$ cat src/rtl/led_pkg.sv
// Mode encoding for the LED pattern generator; shared with the game-state control logic.
package led_pkg;

    typedef enum logic [1:0] {
        LED_OFF   = 2'd0,
        LED_SOLID = 2'd1,
        LED_BLINK = 2'd2,
        LED_CHASE = 2'd3
    } led_mode_e;

endpackage

$ cat src/rtl/led_tick_div.sv
// Tick divider: pulses tick for one cycle every BLINK_DIV clocks; clr restarts the count.
module led_tick_div
    import led_pkg::*;
#(
    parameter int BLINK_DIV = 25000000
) (
    input  logic clk,
    input  logic rst,
    input  logic clr,
    output logic tick
);

    localparam int CW = (BLINK_DIV > 1) ? $clog2(BLINK_DIV) : 1;
    localparam logic [CW-1:0] LAST = CW'(BLINK_DIV - 1);

    logic [CW-1:0] div_q;
    logic [CW-1:0] div_d;

    assign tick = (div_q == LAST);

    always_comb begin
        div_d = tick ? '0 : div_q + CW'(1);
        if (clr) begin
            div_d = '0;
        end
    end

    always_ff @(posedge clk) begin
        if (rst) begin
            div_q <= '0;
        end else begin
            div_q <= div_d;
        end
    end

endmodule

$ cat src/rtl/led_pattern.sv
// LED pattern generator: off / solid / blink (endless or counted burst) / chase.
// Optional PWM dimming of lit LEDs when LED_PWM_EN is defined.
module led_pattern
    import led_pkg::*;
#(
    parameter int N_LED     = 8,
    parameter int BLINK_DIV = 25000000,
    parameter int CNT_W     = 4
`ifdef LED_PWM_EN
    ,
    parameter int PWM_W     = 4
`endif
) (
    input  logic             clk,
    input  logic             rst,
    input  logic [1:0]       mode,
    input  logic             load,
    input  logic [CNT_W-1:0] cnt,
`ifdef LED_PWM_EN
    input  logic [PWM_W-1:0] duty,
`endif
    output logic [N_LED-1:0] led,
    output logic             busy,
    output logic             done
);

    logic             tick;
    led_mode_e        mode_q,  mode_d;
    logic             phase_q, phase_d;
    logic [N_LED-1:0] chase_q, chase_d;
    logic [CNT_W-1:0] rem_q,   rem_d;
    logic             busy_q,  busy_d;
    logic             done_q,  done_d;
    logic [N_LED-1:0] led_q,   led_d;
    logic [N_LED-1:0] pat;
    logic             gate;

    led_tick_div #(
        .BLINK_DIV (BLINK_DIV)
    ) u_div (
        .clk  (clk),
        .rst  (rst),
        .clr  (load),
        .tick (tick)
    );

    always_comb begin
        mode_d  = mode_q;
        phase_d = phase_q;
        chase_d = chase_q;
        rem_d   = rem_q;
        busy_d  = busy_q;
        done_d  = 1'b0;
        if (load) begin
            mode_d  = led_mode_e'(mode);
            phase_d = 1'b1;
            chase_d = N_LED'(1);
            if (mode_d == LED_BLINK && cnt != '0) begin
                rem_d  = cnt;
                busy_d = 1'b1;
            end else begin
                rem_d  = '0;
                busy_d = 1'b0;
            end
        end else if (tick) begin
            case (mode_q)
                LED_BLINK: begin
                    phase_d = ~phase_q;
                    // A burst only counts down at the end of each lit phase.
                    if (phase_q && busy_q) begin
                        if (rem_q == CNT_W'(1)) begin
                            mode_d = LED_OFF;
                            busy_d = 1'b0;
                            done_d = 1'b1;
                            rem_d  = '0;
                        end else begin
                            rem_d = rem_q - CNT_W'(1);
                        end
                    end
                end
                LED_CHASE: chase_d = {chase_q[N_LED-2:0], chase_q[N_LED-1]};
                default: ;
            endcase
        end
    end

    always_comb begin
        case (mode_d)
            LED_OFF:   pat = '0;
            LED_SOLID: pat = '1;
            LED_BLINK: pat = phase_d ? '1 : '0;
            LED_CHASE: pat = chase_d;
        endcase
    end

`ifdef LED_PWM_EN
    logic [PWM_W-1:0] pwm_q;

    // Full duty bypasses the compare so all-ones means truly always on.
    assign gate = (duty == '1) || (pwm_q < duty);

    always_ff @(posedge clk) begin
        if (rst) begin
            pwm_q <= '0;
        end else begin
            pwm_q <= pwm_q + PWM_W'(1);
        end
    end
`else
    assign gate = 1'b1;
`endif

    generate
        for (genvar gi = 0; gi < N_LED; gi++) begin : g_gate
            assign led_d[gi] = pat[gi] & gate;
        end
    endgenerate

    always_ff @(posedge clk) begin
        if (rst) begin
            mode_q  <= LED_OFF;
            phase_q <= 1'b1;
            chase_q <= N_LED'(1);
            rem_q   <= '0;
            busy_q  <= 1'b0;
            done_q  <= 1'b0;
            led_q   <= '0;
        end else begin
            mode_q  <= mode_d;
            phase_q <= phase_d;
            chase_q <= chase_d;
            rem_q   <= rem_d;
            busy_q  <= busy_d;
            done_q  <= done_d;
            led_q   <= led_d;
        end
    end

    assign led  = led_q;
    assign busy = busy_q;
    assign done = done_q;

endmodule

$ cat config.mk
export PLATFORM = sky130hd
export DESIGN_NAME = led_pattern
export DESIGN_NICKNAME = d
export VERILOG_FILES = /design/src/rtl/led_pkg.sv /design/src/rtl/led_tick_div.sv /design/src/rtl/led_pattern.sv
export SDC_FILE = /design/constraint.sdc
export NUM_CORES = 1
export LEC_CHECK = 0
export ABC_AREA = 0
export CORE_MARGIN = 5
export CORE_UTILIZATION = 55
export DETAILED_ROUTE_END_ITERATION = 16
export GPL_ROUTABILITY_DRIVEN = 0
export PLACE_DENSITY = 0.76
export SLEW_MARGIN = 20
export SYNTH_ARGS = -nofsm -noshare
export SYNTH_HDL_FRONTEND = slang
export SYNTH_SLANG_ARGS = --single-unit
$ cat constraint.sdc
create_clock -name clk -period 3.1 [get_ports clk]
set_input_delay 0.31 -clock clk [delete_from_list [all_inputs] [get_ports clk]]
set_output_delay 0.31 -clock clk [all_outputs]
set_load 0.005 [all_outputs]
==> results by group <==
Yosys
  – Average instance area after synthesis: 8.79 sq um
  – Total nets after synthesis: 287
  – Post-Syn Instances: 275
  – Post-Synthesis Cell Area: 2420 sq um
  – Post-synth EDFFs: 0
  – Proportion of synthesized chip area in sequential cells: 41.4%
  – Share of flip-flops with an asynchronous set or reset after synthesis: 0%
  – Number of distinct library cell variants in the gate-level netlist after synthesis: 47
  – Library cell occupying the most area in the post-synthesis netlist: dfxtp_1
  – Number of synthesis warnings: 0
  – Most frequently used flop master after synthesis: dfxtp_1
  – Top area cells in the synthesized netlist: dfxtp_1 41%, nor2_1 6.4%, xor2_1 5.4%
  – Count of state elements after synthesis: 50
  – Area share of the largest cell type after synthesis: 41.4%

Timing
  – Setup total negative slack: 0 ns
  – Ratio of final minimum period to clock period: 71.2%
  – Finish-stage setup viols: 0
  – Final hold viol count: 0
  – Worst hold slack: 0.481 ns
  – Slew Limit Fails: 0
  – Clock tree skew after final layout: 0.00746 ns
  – Minimum clock period: 2.21 ns
  – Worst slew margin: 58.9%
  – Peak Freq: 453 MHz
  – Setup repair after global routing missed its margin: no
  – Worst slew pin tran: 0.615 ns

Pwr
  – Cell-internal power: 894 uW
  – Sequential cell fraction of total power: 58.0%
  – Post-layout power: 1.15 mW
  – Leakage power total: 0.962 nW
  – Power per unit of standard cell area: 424 nW/um^2
  – Combinational Power Share: 8.9%
  – Portion of total power attributed to the clock network: 33.0%
  – P_sw: 257 uW
  – IR drop worst, VDD: 313 uV
  – Sw frac: 22.3%

Route
  – Number of search-and-repair iterations in the first detailed-routing pass: 4
  – 1st-iter DRT viols: 71
  – Post-DR vias/cell: 5.56
  – Number of nets with antenna violations after routing: 0
  – Routed length per placed instance: 12.8 um
  – Count of vias placed by the detailed router: 1911
  – Final WL: 4410 um
  – DRC violations left: 0

Worst setup path
  – Startpoint of the most critical register-to-register path: u_div.div_q[0]
  – Highest net fanout along the worst path: 17
  – Worst setup EP type: flop
  – Worst path required time: 3.33 ns
  – Endpoint arrival time on the critical path: 2.44 ns
  – Worst Setup Start Kind: flop
  – Setup Crit Path Kind: flop to flop
  – Timing startpoint of the critical path: u_div.div_q[0]

Clock tree
  – Clock-pin slew on the worst setup and hold paths: 0.08 ns
  – Hold bufs inserted after CTS: 0
  – Post-cts repair resize count: 0
  – Number of sinks handled by clock tree synthesis: 50
  – Clock insertion delay at the later pin of the skew report: 0.30 ns
  – TritonCTS clock tree: done
  – Number of buffers on the longest clock path: 2
  – H-tree lvl count: 2
  – Root Buffer: clkbuf_8
  – Total clock buffers created by CTS: 5
  – Post-CTS repair timing setup buffer count: 0

Min path
  – Path class of the lowest-slack min-delay path: flop to flop
  – Hold Startpoint: u_div.div_q[0]

Global routing
  – GR Util All Layers: 16.0%
  – Initial antenna violation count: 0
  – Via count of the first global-routing pass: 1751
  – First-pass GRT wire length: 7880 um
  – Total grt overflow: 0
  – Pin count of the biggest net entering global routing: 26

Run status
  – Outcome: finished, final reports clean

Floorplan
  – Die span in y: 76.3 um
  – Die footprint: 5820 sq um
  – Initial cell density of the core: 56.3%
  – I/O pin total: 19
  – FP Rows: 24
  – Core Footprint: 4290 sq um
  – Die X: 76.3 um

Layout
  – Number of nets in the layout: 303
  – Fill cell total of the finished layout: 396
  – Number of antenna cells inserted: 0
  – Area growth, synth to finish: 12.4%
  – Layout cells sized above 1: 6.85%
  – Total area of multi-input combinational cells: 1330 sq um
  – Final non-filler cell total: 344
  – Sequential Area: 1000 sq um

Placement
  – DPL Wire Length: 3150 um
  – Number of port buffers: 18
  – Number of cells in the design after placement: 336

Flow run
  – Max-cap viol count: 0
[worst max-delay path, stage by stage, from the launching register on]
cell and delay [ns]:
dfxtp_1 0.39, ha_1 0.22, and2_1 0.29, nand4_4 0.18
nor3_4 0.58, mux2_2 0.40, nor2_1 0.09
[area by class of cell]
cell class	count	share of cell area, %
Timing Repair Buffer	21	7.46
Clock inverter	1	0.184
Inverter	7	0.967
Tap cell	52	2.40
Sequential cell	50	36.8
Multi-Input combinational cell	206	49.0
Clock buffer	7	3.18
[cell usage after synthesis (6+ instances only)]
library cell	n
inv_1	7
nand3_1	11
xor2_1	15
nor2_1	41
nand4_1	7
and4_1	7
nand2_1	28
nor3_1	7
nand2b_1	7
a31o_1	8
xnor2_1	10
buf_2	6
dfxtp_1	50
[sequential cells by signal, indices dropped and copies added (netlist names)]
register and cells:
done 1, busy 1, led 8, phase_q 1, chase_q 8, mode_q 2, u_div.div_q 25, rem_q 4
[through the flow]
stage	worst slack, ns	cell area (sq um)	util [%]
after floorplan	1.27	2420	-
after global placement	0.756	2630	61.1
after detailed placement	0.733	2630	61.1
after CTS	0.881	2720	63.3
after global routing	0.672	2720	63.3
final	0.892	2720	63.3
[power groups by stage]
stage | Combinational [mW] | Clock [mW] | Sequential [mW]
3_5_place_dp | 0.102 | 0 | 0.683
2_1_floorplan | 0.0574 | 0 | 0.683
5_1_grt | 0.113 | 0.430 | 0.671
6_report | 0.103 | 0.380 | 0.668
3_3_place_gp | 0.102 | 0 | 0.683
4_1_cts | 0.103 | 0.394 | 0.668
[path summary, 6_finish.rpt]
check                                      end  slack [ns]  depth (start not counted)
worst min-delay path            u_div.div_q[0]        0.48                          1
worst min register to register  u_div.div_q[0]        0.48                          1
worst max register to register      chase_q[3]        0.89                          6
worst max-delay path                chase_q[3]        0.89                          6
[kinds of logic (layout without fill, tap and decap cells)]
logic type / Yosys count / count (layout) / synth area share, %
simple gates: 135 / 135 / 30.0
flops: 50 / 50 / 41.4
compound gates: 35 / 35 / 10.9
xor+xnor: 25 / 25 / 9.06
buf+inv: 19 / 36 / 3.57
mux: 8 / 8 / 3.57
fa+ha+maj: 3 / 3 / 1.55
[cells in the final DEF (no fill, tap or decap), drive strengths merged, types with 5 or more instances in the layout]
master         count
and4               7
nor4               6
nand2             28
a31o               8
inv                7
clkdlybuf4s50     18
dfxtp             50
nand2b             7
and3               5
clkbuf             7
o21ai              5
nor2              41
nand3             11
xnor2             10
nor3               9
xor2              15
mux2               5
nand4              8
[layer usage]
layer	vias to the layer above	GRT usage (%)	wire length, um
met4	0	4.37	51
li1	1006	-	-
met2	22	24.7	1980
met5	-	0	0
met3	5	4.37	169
met1	878	21.8	2200
Power figures use the tool's default switching activity.
